==> config.mk <==
export PLATFORM = sky130hd
export DESIGN_NAME = sec09_queues_stream_serializer
export DESIGN_NICKNAME = d
export VERILOG_FILES = /design/src/rtl/sec09_queues_pkg.sv /design/src/rtl/sec09_queues_byte_counter.sv /design/src/rtl/sec09_queues_stream_serializer.sv
export SDC_FILE = /design/constraint.sdc
export NUM_CORES = 1
export LEC_CHECK = 0
export ABC_AREA = 1
export ABC_CLOCK_PERIOD_IN_PS = 1100
export BUFFER_PORTS_ARGS = -buffer_cell sky130_fd_sc_hd__clkbuf_2
export CORE_MARGIN = 3
export CORE_UTILIZATION = 47
export DETAILED_ROUTE_END_ITERATION = 10
export HOLD_SLACK_MARGIN = 0.15
export PLACE_DENSITY = 0.83
export SLEW_MARGIN = 5
export SYNTH_ARGS = -nofsm -noshare
export SYNTH_HDL_FRONTEND = slang
export SYNTH_SLANG_ARGS = --single-unit
==> constraint.sdc <==
create_clock -name clk -period 1.1 [get_ports clk]
set_input_delay 0.055 -clock clk [delete_from_list [all_inputs] [get_ports clk]]
set_output_delay 0.055 -clock clk [all_outputs]
set_load 0.1 [all_outputs]
==> src/rtl/sec09_queues_pkg.sv <==
// Shared types and sizing for the 32-to-8 bit stream serializer.
package sec09_queues_pkg;

    localparam int IN_W           = 32;
    localparam int OUT_W          = 8;
    localparam int BYTES_PER_WORD = IN_W / OUT_W;
    localparam int CNT_W          = $clog2(BYTES_PER_WORD);
    localparam logic [CNT_W-1:0] LAST_IDX = CNT_W'(BYTES_PER_WORD - 1);

    typedef enum logic {
        IDLE = 1'b0,
        SEND = 1'b1
    } state_t;

endpackage

==> src/rtl/sec09_queues_byte_counter.sv <==
// Byte index within the held word: async clear, sync load-zero, increment enable.
module sec09_queues_byte_counter
    import sec09_queues_pkg::*;
(
    input  logic             clk,
    input  logic             reset,
    input  logic             load_zero,
    input  logic             inc,
    output logic [CNT_W-1:0] cnt
);

    logic [CNT_W-1:0] cnt_reg;

    // load_zero wins so a new word always starts at byte 0
    always_ff @(posedge clk or negedge reset) begin
        if (!reset) begin
            cnt_reg <= '0;
        end else if (load_zero) begin
            cnt_reg <= '0;
        end else if (inc) begin
            cnt_reg <= cnt_reg + CNT_W'(1);
        end
    end

    assign cnt = cnt_reg;

endmodule

==> src/rtl/sec09_queues_stream_serializer.sv <==
// Splits 32-bit words into four 8-bit beats with valid/ready on both sides;
// a new word may be taken on the final byte so words stream without bubbles.
module sec09_queues_stream_serializer
    import sec09_queues_pkg::*;
#(
    parameter bit p_msb_first = 1'b0
) (
    input  logic             clk,
    input  logic             reset,
    input  logic             istream_val,
    output logic             istream_rdy,
    input  logic [IN_W-1:0]  istream_msg,
    output logic             ostream_val,
    input  logic             ostream_rdy,
    output logic [OUT_W-1:0] ostream_msg,
    output logic             ostream_last
);

    state_t            state_reg, state_next;
    logic [IN_W-1:0]   word_reg;
    logic [CNT_W-1:0]  cnt;
    logic [CNT_W-1:0]  sel;
    logic              word_xfer;
    logic              byte_xfer;
    logic [OUT_W-1:0]  lanes [BYTES_PER_WORD];

    genvar gi;
    generate
        for (gi = 0; gi < BYTES_PER_WORD; gi++) begin : g_lane
            assign lanes[gi] = word_reg[gi*OUT_W +: OUT_W];
        end
    endgenerate

    assign word_xfer = istream_val && istream_rdy;
    assign byte_xfer = ostream_val && ostream_rdy;
    // ~cnt is 3-cnt for a 2-bit index
    assign sel       = p_msb_first ? ~cnt : cnt;

    always_comb begin
        state_next   = state_reg;
        istream_rdy  = 1'b0;
        ostream_val  = 1'b0;
        ostream_last = 1'b0;
        ostream_msg  = '0;
        case (state_reg)
            IDLE: begin
                istream_rdy = 1'b1;
                if (word_xfer) state_next = SEND;
            end
            SEND: begin
                ostream_val  = 1'b1;
                ostream_msg  = lanes[sel];
                ostream_last = (cnt == LAST_IDX);
                // Only the final byte frees the register, and only if it leaves now
                istream_rdy  = (cnt == LAST_IDX) && ostream_rdy;
                if (byte_xfer && (cnt == LAST_IDX) && !word_xfer) state_next = IDLE;
            end
            default: state_next = IDLE;
        endcase
    end

    always_ff @(posedge clk or negedge reset) begin
        if (!reset) begin
            state_reg <= IDLE;
            word_reg  <= '0;
        end else begin
            state_reg <= state_next;
            if (word_xfer) word_reg <= istream_msg;
        end
    end

    sec09_queues_byte_counter u_byte_counter (
        .clk       (clk),
        .reset     (reset),
        .load_zero (word_xfer || (byte_xfer && ostream_last)),
        .inc       (byte_xfer && !ostream_last),
        .cnt       (cnt)
    );

endmodule

# Word-level counts from Yosys, hierarchy flattened
# Index checks and enable logic that the tools add are counted.
[word_totals]
reg_bits = 35
[classes]
n_mux = 12
n_reduce_logical = 11
n_lt_le_gt_ge = 1
n_bitwise = 2
eq_ne = 1
addsub = 1
[op_table]
columns = ["cell", "count"]
rows = [
  ["two-way mux 8 bit", 3],
  ["binary-select mux 8 bit (select 2 bit)", 1],
  ["logical AND 1 bit", 7],
  ["two-way mux 1 bit", 4],
  ["two-way mux 2 bit", 2],
  ["one-hot mux 1 bit (2 select lines)", 2],
  [">= comparator 3 bit (second input constant)", 1],
  ["inverter 2 -> 3 bit", 1],
  ["adder 2 x 1 -> 2 bit (second input constant)", 1],
  ["== test 2 bit (second input constant)", 1],
  ["logical NOT 1 bit", 2],
  ["nonzero test 2 bit", 1],
  ["logical OR 1 bit", 1],
  ["inverter 1 bit", 1],
]

# Depth between registers and ports, before layout
# Gate-level depths: netlist (run 1).
[logic_depth]
depth_word = 8
ltp_mapped = 7
ltp_nobuf = 6

# Cells and area by module
# A second synthesis (run 1) with hierarchy kept.
[unflattened]
cells_unflattened = 255
hier_area_um2 = 1854.3
[modules_own_cells]
columns = ["mod", "seq_area_each_um2", "instances", "area_each_um2", "cells_per_inst"]
rows = [
  ["sec09_queues_stream_serializer", 825.8, 1, 1767.9, 244],
  ["sec09_queues_byte_counter", 50.0, 1, 86.3, 11],
]

# Worst setup path after synthesis (run 1)
# OpenSTA, ideal clock, no wires.
[synth_path]
path_type = "reg-to-output"
from = "reg state_reg"
to = "out ostream_msg[0]"
n_path_buf = 1
slack_ns = -1.683
t_arrival_ns = 2.728
required_ns = 1.045
stages_incl_launch_ff = 4
path_cell_list = "dfrtp_1 buf_6 inv_1 a21oi_1"
[synth_via]
elab_chain_len = 1
[synth_lines]
columns = ["item", "line", "source"]
rows = [
  ["start, declared", "sec09_queues_stream_serializer.sv:19", "state_t state_reg, state_next;"],
  ["start signal, assigned", "sec09_queues_stream_serializer.sv:67", "state_reg <= state_next;"],
  ["two-way mux 8 bit", "sec09_queues_stream_serializer.sv:45", "case (state_reg)"],
  ["end, declared", "sec09_queues_stream_serializer.sv:15", "output logic [OUT_W-1:0] ostream_msg,"],
]
# Every way passes these cells.

# Final worst setup path (run 1)
[layout_path]
from = "reg u_byte_counter.cnt_reg[0], in the netlist u_byte_counter.cnt[0]"
to = "out ostream_msg[0]"
[layout_via]
elab_chain_len = 5
[layout_lines]
columns = ["item", "line", "source"]
rows = [
  ["start, declared", "sec09_queues_byte_counter.sv:12", "logic [CNT_W-1:0] cnt_reg;"],
  ["start signal, assigned", "sec09_queues_byte_counter.sv:21", "cnt_reg <= cnt_reg + CNT_W'(1);"],
  ["inverter 2 -> 3 bit (implied by the code)", "sec09_queues_stream_serializer.sv:52", "ostream_msg = lanes[sel];"],
  ["binary-select mux 8 bit (select 2 bit)", "sec09_queues_stream_serializer.sv:52", ""],
  ["two-way mux 8 bit (implied by the code) (2 in series)", "sec09_queues_stream_serializer.sv:52", ""],
  ["two-way mux 8 bit", "sec09_queues_stream_serializer.sv:45", ""],
]
# Every way passes these cells. The select of a mux whose other input is x is not followed.

==> run summary, run 1 <==
P_leak: 1.633 nW
Number of buffers added on ports: 46
Worst setup slack after layout: -0.4785 ns
Register bit count reported by yosys: 35
Relative area change from synthesis to final layout: 66.18%
Total number of H-tree levels: 2
Count of nets after finishing: 382
Most frequent cell after synthesis: sky130_fd_sc_hd__nand2_1
Number of buffers added by the clock tree synthesis step: 5
Die Ht: 69.36 um
Placeable Area: 3771 um2
Worst Tran Pin Value: 0.2337 ns
Via count of the first global-routing pass: 1,952
Total congestion overflow after global routing: 0
Setup-violating endpoint count in the final report: 46
Clock latency of the later-clocked register in the worst-skew pair: 0.28 ns
CP Class: flop to primary output
Global placer's final weighted congestion: 0.9322
Die span in x: 69.36 um
Asr flop ratio synth: 1.000
CTS tree: yes
Number of antenna cells inserted: 0
First-iteration detailed-routing DRC count: 195
Max Transition Viols Final: 0
Maximum number of buffers from clock root to sink: 2
Maxcap violations: 0
Post-synthesis cell type count: 17
Biggest area contributors in the synthesized netlist: sky130_fd_sc_hd__dfrtp_1 (46%), sky130_fd_sc_hd__nand2_1 (20%), sky130_fd_sc_hd__nand3_1 (13%)
Initial antenna violation count: 0
Leading register cell type out of synthesis: sky130_fd_sc_hd__dfrtp_1
Drt wl/cell: 14.90 um
Status: finished, violations left
Flip-flop count of the largest register after layout: 32
Final ANT Viol Nets: 0
Number of buffers added for setup after CTS: 0
Syn_nets: 293
Clk slew on worst S/H paths: 0.06 ns
Initial core utilization: 0.5003
All-layer global routing usage: 0.2210
Total half-perimeter wirelength after legalization and detailed placement: 3392 um
Startpoint class of the critical path: flop
Synth Cell Area: 1887 um2
Number of warnings reported in the yosys synthesis log: 0
Final wirelength: 5842 um
Worst path required time: 1.04 ns
Part of the cycle the worst path needs: 1.435
Fraction of layout cells with a size suffix above 1: 0.3430
Average size of a mapped cell: 7.370 um2
Via count: 2,015
Placement-stage worst setup slack: -0.1674 ns
Final worst path period need: 1.579 ns
Data arrival at the endpoint of the critical path: 1.52 ns
Synthesized instance count: 256
Maximum number of pins on one net before global-route repair: 36
DR vias/cell: 5.140
Total power: 0.01091 W
Critical Path Sink Type: primary output
Ports placed on the boundary: 47
1st-pass router iterations: 4
Violated checks: setup timing
Root buffer cell: sky130_fd_sc_hd__clkbuf_8
Setup repair after global routing missed its margin: yes
Number of cell rows: 22
Final setup skew: 0.002675 ns
Hold_ws: 0.1957 ns
HP Class: input port to flop
Total power per unit cell area: 3481 nW/um2
Die outline area: 4811 um2
Clock tree sinks: 35
Maximum ir drop on the vdd rail: 1.698 mV
Final hold violations: 0
Share of Yosys cell area claimed by the top area cell type: 0.4642
Number of enable flip-flop cells after synthesis: 0
Largest fanout on the critical path: 17
Drc violations: 0
Share of the yosys chip area belonging to registers: 0.4642
Fmax: 633.5 MHz
Post-synth top cells: sky130_fd_sc_hd__nand2_1 (102), sky130_fd_sc_hd__nand3_1 (49), sky130_fd_sc_hd__inv_1 (37), sky130_fd_sc_hd__dfrtp_1 (35), sky130_fd_sc_hd__a21oi_1 (8)
Largest area contributor in the netlist: sky130_fd_sc_hd__dfrtp_1
Worst slew margin relative to its limit: 0.8425
Wire length of the first global-routing pass: 8576 um
==> power by group <==
group          internal, W  switching, W
sequential         0.00188      0.000418
combinational      0.00292       0.00485
clock             0.000421      0.000418
==> placed cells by master, fill, tap and decap left out <==
cell type,n
sky130_fd_sc_hd__nand2_1,87
sky130_fd_sc_hd__clkbuf_2,35
sky130_fd_sc_hd__inv_1,34
sky130_fd_sc_hd__nand3_1,34
sky130_fd_sc_hd__dlygate4sd3_1,34
sky130_fd_sc_hd__dfrtp_1,33
sky130_fd_sc_hd__buf_12,17
sky130_fd_sc_hd__nand2_2,13
sky130_fd_sc_hd__nand3_2,13
sky130_fd_sc_hd__a21oi_4,8
sky130_fd_sc_hd__buf_4,8
sky130_fd_sc_hd__nand2_4,5
sky130_fd_sc_hd__clkbuf_8,5
sky130_fd_sc_hd__nand3_4,3
sky130_fd_sc_hd__inv_2,2
sky130_fd_sc_hd__clkbuf_16,2
sky130_fd_sc_hd__inv_16,1
sky130_fd_sc_hd__clkinvlp_4,1
sky130_fd_sc_hd__or2_2,1
sky130_fd_sc_hd__nor2_1,1
sky130_fd_sc_hd__a21oi_1,1
sky130_fd_sc_hd__o21ai_0,1
sky130_fd_sc_hd__ha_2,1
sky130_fd_sc_hd__clkbuf_1,1
sky130_fd_sc_hd__buf_6,1
sky130_fd_sc_hd__dfrtp_4,1
sky130_fd_sc_hd__dfrtp_2,1
==> final timing paths <==
check | from | to | slack, ns | cells after the start
hold / removal | ostream_rdy | u_byte_counter.cnt[0] | 0.20 | 5
max in group asynchronous | reset | state_reg | 0.64 | 3
setup / recovery | u_byte_counter.cnt[0] | ostream_msg[0] | -0.48 | 6
hold reg to reg | word_reg[29] | word_reg[29] | 0.47 | 2
setup reg to reg | u_byte_counter.cnt[0] | word_reg[16] | -0.25 | 7
min in group asynchronous | reset | word_reg[4] | 0.27 | 3
==> metal layers <==
layer	wire, um	vias to the layer above	global-route usage
met5	0	-	0
met4	138	0	0.06941
met3	441	18	0.04348
met2	3001	83	0.3951
met1	2261	956	0.2656
li1	-	958	-
==> cell type report <==
class                   instances  area, um2
multi-input cells             168      982.2
repair buffers                 97      977.2
flip-flops and latches         35      880.8
fillers                       190      635.6
inverters                      38      162.7
clock buffers                   6      72.57
well taps                      48      60.06
==> critical path, stage by stage, from the launching register on <==
cell,delay (ns)
sky130_fd_sc_hd__dfrtp_2,0.46
sky130_fd_sc_hd__buf_12,0.17
sky130_fd_sc_hd__inv_16,0.06
sky130_fd_sc_hd__nand2_4,0.07
sky130_fd_sc_hd__nand3_4,0.08
sky130_fd_sc_hd__a21oi_4,0.19
sky130_fd_sc_hd__buf_12,0.19
==> per-stage QoR <==
stage | TNS (ns) | util | area, um2 | cells
after floorplan | -12.01 | - | 1993 | 256
after global placement | -4.571 | 0.6632 | 2501 | 350
after detailed placement | -5.660 | 0.6632 | 2501 | 350
after CTS | -8.828 | 0.7790 | 2938 | 390
after global routing | -15.45 | 0.8315 | 3136 | 392
final | -12.12 | 0.8315 | 3136 | 392
==> cell families after synthesis <==
logic type / share of synthesized area
compound gates: 0.02851
fa+ha+maj: 0.006630
buf+inv: 0.1419
flops: 0.4642
simple gates: 0.3588
==> what timing repair did <==
action	4_1_cts	5_1_grt
hold buffers	34	0
hold endpoints to repair	68	0
setup endpoints to repair	46	46
gates resized for setup	7	39
gates cloned	0	2
pin swaps	2	7
Power figures use the tool's default switching activity.
==> run 2: changes to the inputs <==
--- a/config.mk
+++ b/config.mk
@@ -5,14 +5,14 @@
 export SDC_FILE = /design/constraint.sdc
 export NUM_CORES = 1
 export LEC_CHECK = 0
-export ABC_AREA = 1
-export ABC_CLOCK_PERIOD_IN_PS = 1100
+export ABC_CLOCK_PERIOD_IN_PS = 1760
 export BUFFER_PORTS_ARGS = -buffer_cell sky130_fd_sc_hd__clkbuf_2
+export CORE_ASPECT_RATIO = 1.1
 export CORE_MARGIN = 3
-export CORE_UTILIZATION = 47
+export CORE_UTILIZATION = 54
 export DETAILED_ROUTE_END_ITERATION = 10
 export HOLD_SLACK_MARGIN = 0.15
-export PLACE_DENSITY = 0.83
+export PLACE_DENSITY = 0.88
 export SLEW_MARGIN = 5
 export SYNTH_ARGS = -nofsm -noshare
 export SYNTH_HDL_FRONTEND = slang
==> constraint.sdc (replaced) <==
create_clock -name clk -period 1.76 [get_ports clk]
set_input_delay 0.088 -clock clk [delete_from_list [all_inputs] [get_ports clk]]
set_output_delay 0.088 -clock clk [all_outputs]
set_load 0.1 [all_outputs]
==> run summary, run 2 <==
First-iteration detailed-routing DRC count: 49
Worst slew margin relative to its limit: 0.5136
Drt wl/cell: 17.01 um
Number of warnings reported in the yosys synthesis log: 0
Total power per unit cell area: 2207 nW/um2
Data arrival at the endpoint of the critical path: 1.61 ns
Number of buffers added on ports: 46
Placement Cell Area: 2605 um2
Crit-path max cell delay: 0.39 ns
Worst Tran Pin Value: 0.7296 ns
Drc violations: 0
Part of the cycle the worst path needs: 0.9624
Critical Path Sink Type: primary output
Number of cell instances on the worst register-to-register path: 3
Clock latency of the later-clocked register in the worst-skew pair: 0.34 ns
Final setup skew: 0.009517 ns
Relative area change from synthesis to final layout: 47.40%
Number of buffers added by the clock tree synthesis step: 5
Status: finished, final reports clean
Fraction of power consumed by sequential logic: 0.217
Die span in x: 65.03 um
Worst setup slack after layout: 0.06613 ns
Maxcap violations: 0
Placement-stage worst setup slack: 0.1621 ns
Clk slew on worst S/H paths: 0.11 ns
Largest fanout on the critical path: 9
Biggest area contributors in the synthesized netlist: sky130_fd_sc_hd__dfrtp_1 (42%), sky130_fd_sc_hd__o32ai_2 (24%), sky130_fd_sc_hd__mux2i_1 (7.7%)
Final hold violations: 0
Maximum number of pins on one net before global-route repair: 33
Maximum number of buffers from clock root to sink: 2
HP Class: input port to flop
Hold wc startpoint: istream_val
Asr flop ratio synth: 1.000
Root buffer cell: sky130_fd_sc_hd__clkbuf_4
Total power: 0.006732 W
Total half-perimeter wirelength after legalization and detailed placement: 3186 um
Final worst path period need: 1.694 ns
Syn_nets: 224
Count of nets after finishing: 304
Setup repair after global routing missed its margin: yes
Clock tree sinks: 35
Fmax: 590.4 MHz
Logic pwr share: 0.692
Wire length of the first global-routing pass: 8625 um
Total congestion overflow after global routing: 0
Synth Cell Area: 2069 um2
Most frequent cells in the layout: sky130_fd_sc_hd__clkbuf_2 (36), sky130_fd_sc_hd__dlygate4sd3_1 (34), sky130_fd_sc_hd__dfrtp_1 (34)
Min-Delay Endpoint: word_reg[25]
Setup slack of the worst register-to-register path: 0.13 ns
Number of enable flip-flop cells after synthesis: 0
Post-synthesis cell type count: 22
Share of Yosys cell area claimed by the top area cell type: 0.4232
Fraction of layout cells with a size suffix above 1: 0.4179
Net Switching: 0.003220 W
Average size of a mapped cell: 11.07 um2
Largest area contributor in the netlist: sky130_fd_sc_hd__dfrtp_1
Internal cell power: 0.003513 W
Post-Layout Inst Area: 3050 um2
Number of cell rows: 22
1st-pass router iterations: 4
Register bit count reported by yosys: 35
Maximum ir drop on the vdd rail: 1.341 mV
Via count of the first global-routing pass: 1,792
Die outline area: 4612 um2
Final total negative setup slack: 0 ns
Ports placed on the boundary: 47
CP Class: flop to primary output
Number of antenna cells inserted: 0
Total number of H-tree levels: 2
Share of the yosys chip area belonging to registers: 0.4232
Endpoint of the lowest-slack register-to-register path: word_reg[0]
Global placer's final weighted congestion: 0.7854
Most frequent cell after synthesis: sky130_fd_sc_hd__dfrtp_1
P_leak: 1.412 nW
Final ANT Viol Nets: 0
DR vias/cell: 5.472
Commonest non-fill, non-tap cell in the layout: sky130_fd_sc_hd__clkbuf_2
All-layer global routing usage: 0.2466
Hold Path Stages: 3
Startpoint class of the critical path: flop
Die Ht: 70.93 um
Setup-violating endpoint count in the final report: 0
Sw frac: 0.4782
Via count: 1,729
Clock network power share: 0.091
CTS tree: yes
Max Transition Viols Final: 0
Startpoint of the most critical register-to-register path: u_byte_counter.cnt[0]
Final wirelength: 5376 um
Slowest stage cell, crit path: sky130_fd_sc_hd__dfrtp_1
Placeable Area: 3496 um2
Synthesized instance count: 187
Post-synth top cells: sky130_fd_sc_hd__dfrtp_1 (35), sky130_fd_sc_hd__nand2_1 (34), sky130_fd_sc_hd__inv_1 (33), sky130_fd_sc_hd__o32ai_2 (30), sky130_fd_sc_hd__mux2i_1 (16)
Worst path cell trace: buf_4 > mux2i_1 > o22ai_4 > buf_12
Worst path required time: 1.67 ns
Flip-flop count of the largest register after layout: 32
Initial core utilization: 0.5920
Initial antenna violation count: 0
Leading register cell type out of synthesis: sky130_fd_sc_hd__dfrtp_1
-- run 2: cell types whose count changed after synthesis, sizes merged, moves of 2 or more --
| cell | previous run | this run |
|---|---|---|
| clkbuf | 0 | 3 |
| nand3 | 50 | 0 |
| a31o | 0 | 2 |
| nand2 | 105 | 34 |
| o32ai | 0 | 32 |
| nand2b | 0 | 2 |
| o22ai | 0 | 8 |
| a21oi | 9 | 0 |
| mux2i | 0 | 16 |
| inv | 38 | 33 |
-- run 2: worst max path at each step --
stage                           from              to  depth (start not counted)
6_report       u_byte_counter.cnt[1]  ostream_msg[0]                          4
5_1_grt        u_byte_counter.cnt[1]  ostream_msg[1]                          4
4_1_cts        u_byte_counter.cnt[1]  ostream_msg[4]                          4
3_5_place_dp   u_byte_counter.cnt[0]    word_reg[30]                          3
3_3_place_gp   u_byte_counter.cnt[0]     word_reg[4]                          3
2_1_floorplan              state_reg     istream_rdy                          3
-- run 2: layer usage --
metal	GRT usage	up-vias	share of wire	wire length, um
met2	0.4432	57	0.55	2940
met3	0.05714	9	0.046	246
met1	0.2878	841	0.39	2097
met4	0.08065	0	0.017	92
li1	-	822	-	-
met5	0	-	0	0
-- run 2: power by group through the flow --
| stage | Sequential (W) | Clock [W] | Combinational (W) |
|---|---|---|---|
| detailed placement | 0.00145 | 0 | 0.00454 |
| global route | 0.00150 | 0.000651 | 0.00486 |
| CTS | 0.00143 | 0.000623 | 0.00462 |
| finish | 0.00146 | 0.000610 | 0.00466 |
| global placement | 0.00142 | 0 | 0.00446 |
| floorplan | 0.00140 | 0 | 0.00335 |
-- run 2: worst max-delay path, delay by kind of cell, from the launching register on --
kind / cells / cell delay (ns)
flops: 1 / 0.39
buf+inv: 2 / 0.42
mux: 1 / 0.35
compound gates: 1 / 0.11
-- run 2: kinds of logic (layout without fill, tap and decap cells) --
group / Yosys count / in the layout / share of synthesized area
flip-flops: 35 / 35 / 0.4232
adder cells (fa/ha/maj): 1 / 1 / 0.006045
AND/OR/NAND/NOR: 42 / 42 / 0.09251
multiplexers: 16 / 16 / 0.07739
buffers and inverters: 50 / 131 / 0.1185
AO/OA/AOI/OAI: 43 / 43 / 0.2824
-- run 2: cell type report --
cell class | count | area, um2
clock buffer | 6 | 51.30
clock inverter | 2 | 35.03
fill | 154 | 445.4
inverter | 33 | 123.9
multi-input combinational | 102 | 1080
sequential | 35 | 879.6
tap | 48 | 60.06
timing repair buffer | 90 | 820.8
-- run 2: metrics by stage --
| step | hold slack, ns | utilization | cells |
|---|---|---|---|
| 2_1_floorplan | -0.2076 | - | 187 |
| 3_3_place_gp | 0.1639 | 0.7452 | 273 |
| 3_5_place_dp | 0.1693 | 0.7452 | 273 |
| 4_1_cts | 0.2427 | 0.8694 | 316 |
| 5_1_grt | 0.2918 | 0.8726 | 316 |
| 6_report | 0.2606 | 0.8726 | 316 |
-- run 2: timing repair --
item | in CTS | in global routing
gates resized for setup | 0 | 3
setup buffers | 1 | 0
endpoints found under the hold margin | 62 | 0
hold buffers | 34 | 0
pin swaps | 1 | 0
setup endpoints to repair | 1 | 5
==> run 3: changes to the inputs <==
==> constraint.sdc (replaced) <==
create_clock -name clk -period 1.76 [get_ports clk]
set_input_delay 0.176 -clock clk [delete_from_list [all_inputs] [get_ports clk]]
set_output_delay 0.176 -clock clk [all_outputs]
set_load 0.1 [all_outputs]
==> run summary, run 3 (same netlist as run 2, synthesis figures left out) <==
Status: finished, violations left
Violated checks: setup timing
Final hold violations: 0
Hold wc startpoint: ostream_rdy
Fraction of layout cells with a size suffix above 1: 0.4833
CTS tree: yes
Setup slack of the worst register-to-register path: 0.20 ns
Relative area change from synthesis to final layout: 50.91%
Drc violations: 0
Total number of H-tree levels: 2
Crit. Startpoint: u_byte_counter.cnt[1]
DR vias/cell: 5.924
Drt wl/cell: 20.99 um
Ports placed on the boundary: 47
Final worst path period need: 1.800 ns
Final wirelength: 6653 um
Sw frac: 0.4896
Clk slew on worst S/H paths: 0.10 ns
Number of buffers added by the clock tree synthesis step: 5
Logic pwr share: 0.691
Critical Path Sink Type: primary output
Die span in x: 65.03 um
Maxcap violations: 0
Utilization after layout: 0.8933
First-iteration detailed-routing DRC count: 212
Maximum number of pins on one net before global-route repair: 33
Total half-perimeter wirelength after legalization and detailed placement: 3421 um
Number of cell rows: 22
Startpoint of the most critical register-to-register path: u_byte_counter.cnt[0]
Startpoint class of the critical path: flop
Largest fanout on the critical path: 16
All-layer global routing usage: 0.2826
Most frequent cells in the layout: sky130_fd_sc_hd__clkbuf_2 (36), sky130_fd_sc_hd__nand2_1 (33), sky130_fd_sc_hd__dlygate4sd3_1 (33)
Die outline area: 4612 um2
Initial antenna violation count: 0
Wire length of the first global-routing pass: 9653 um
Hold_ws: 0.2383 ns
Max Transition Viols Final: 0
Clock tree sinks: 35
Number of cell instances on the worst register-to-register path: 4
Flip-flop count of the largest register after layout: 32
Part of the cycle the worst path needs: 1.023
Via count of the first global-routing pass: 1,964
Fraction of power consumed by sequential logic: 0.221
Worst setup slack after layout: -0.03981 ns
Final setup skew: 0.02652 ns
Setup repair after global routing missed its margin: yes
Placement Cell Area: 2591 um2
Count of nets after finishing: 305
Maximum ir drop on the vdd rail: 1.704 mV
Total congestion overflow after global routing: 0
Fmax: 555.6 MHz
Worst path required time: 1.58 ns
Die Ht: 70.93 um
Final ANT Viol Nets: 0
Hold Path Stages: 3
CP Class: flop to primary output
Clock latency of the later-clocked register in the worst-skew pair: 0.37 ns
Placeable Area: 3496 um2
Number of standard cells in the final layout excluding fillers: 317
Worst slew margin relative to its limit: 0.6298
Root buffer cell: sky130_fd_sc_hd__clkbuf_4
Number of antenna cells inserted: 0
Endpoint of the lowest-slack register-to-register path: word_reg[8]
Worst Tran Pin Value: 0.5553 ns
Via count: 1,878
Number of buffers added on ports: 46
Commonest non-fill, non-tap cell in the layout: sky130_fd_sc_hd__clkbuf_2
Net Switching: 0.003541 W
Total power per unit cell area: 2316 nW/um2
Data arrival at the endpoint of the critical path: 1.62 ns
1st-pass router iterations: 7
Min-Delay Endpoint: u_byte_counter.cnt[1]
Global placer's final weighted congestion: 0.7532
Maximum number of buffers from clock root to sink: 2
Initial core utilization: 0.5920
HP Class: input port to flop
Post-Layout Inst Area: 3123 um2
P_leak: 1.400 nW
Setup-violating endpoint count in the final report: 7
Internal cell power: 0.003691 W
Placed Cells incl. Taps: 274
Clock network power share: 0.089
[run 3: cell types whose count changed in the layout (fill, tap and decap cells not counted), sizes merged]
| cell | change |
|---|---|
| inv | -1 |
| dlygate4sd3 | -1 |
| buf | +2 |
| clkinvlp | +1 |
[run 3: metrics by stage]
stage	setup TNS, ns	setup WS [ns]	total power, W
after floorplan	0	0.0002993	0.004766
after global placement	0	0.2270	0.005869
after detailed placement	0	0.1496	0.005998
after CTS	-0.1450	-0.02613	0.006935
after global routing	-0.5578	-0.07937	0.007424
final	-0.1369	-0.03981	0.007232
[run 3: per-layer routing]
metal | track usage | vias up | wire, um
li1 | - | 816 | -
met1 | 0.3075 | 928 | 2396
met2 | 0.4886 | 112 | 3512
met3 | 0.07937 | 22 | 514
met4 | 0.1613 | 0 | 230
met5 | 0 | - | 0
[run 3: worst max-delay path by stage]
stage                     end  slack, ns  depth (start not counted)
2_1_floorplan     istream_rdy     0.0003                          3
3_3_place_gp      word_reg[4]       0.23                          3
3_5_place_dp     word_reg[13]       0.15                          3
4_1_cts        ostream_msg[1]      -0.03                          4
5_1_grt        ostream_msg[4]      -0.08                          4
6_report       ostream_msg[6]      -0.04                          4
[run 3: final cells by class]
type                       count  area [um2]
multi-input combinational    102        1150
sequential                    35       882.1
timing repair buffer          91       817.0
fill                         154       372.9
inverter                      33       127.6
tap                           48       60.06
clock buffer                   6       51.30
clock inverter                 2       35.03
[run 3: power groups by stage]
stage / registers, W / clock network [W] / logic, W
finish: 0.00160 / 0.000641 / 0.00500
CTS: 0.00151 / 0.000624 / 0.00480
floorplan: 0.00140 / 0 / 0.00337
global placement: 0.00143 / 0 / 0.00444
global route: 0.00161 / 0.000671 / 0.00514
detailed placement: 0.00146 / 0 / 0.00454
[run 3: what timing repair did]
| action | CTS | global route |
|---|---|---|
| hold buffers | 33 | 0 |
| setup endpoints to repair | 9 | 9 |
| hold endpoints to repair | 53 | 0 |
| resized for setup | 19 | 6 |
| buffers inserted | 1 | 1 |
| pin swaps | 0 | 0 |
[run 3: critical path, cell delays in order, from the launching register on]
cell and delay [ns]:
sky130_fd_sc_hd__dfrtp_2 0.42, sky130_fd_sc_hd__buf_12 0.21, sky130_fd_sc_hd__mux2i_2 0.33, sky130_fd_sc_hd__o22ai_4 0.13, sky130_fd_sc_hd__buf_12 0.18
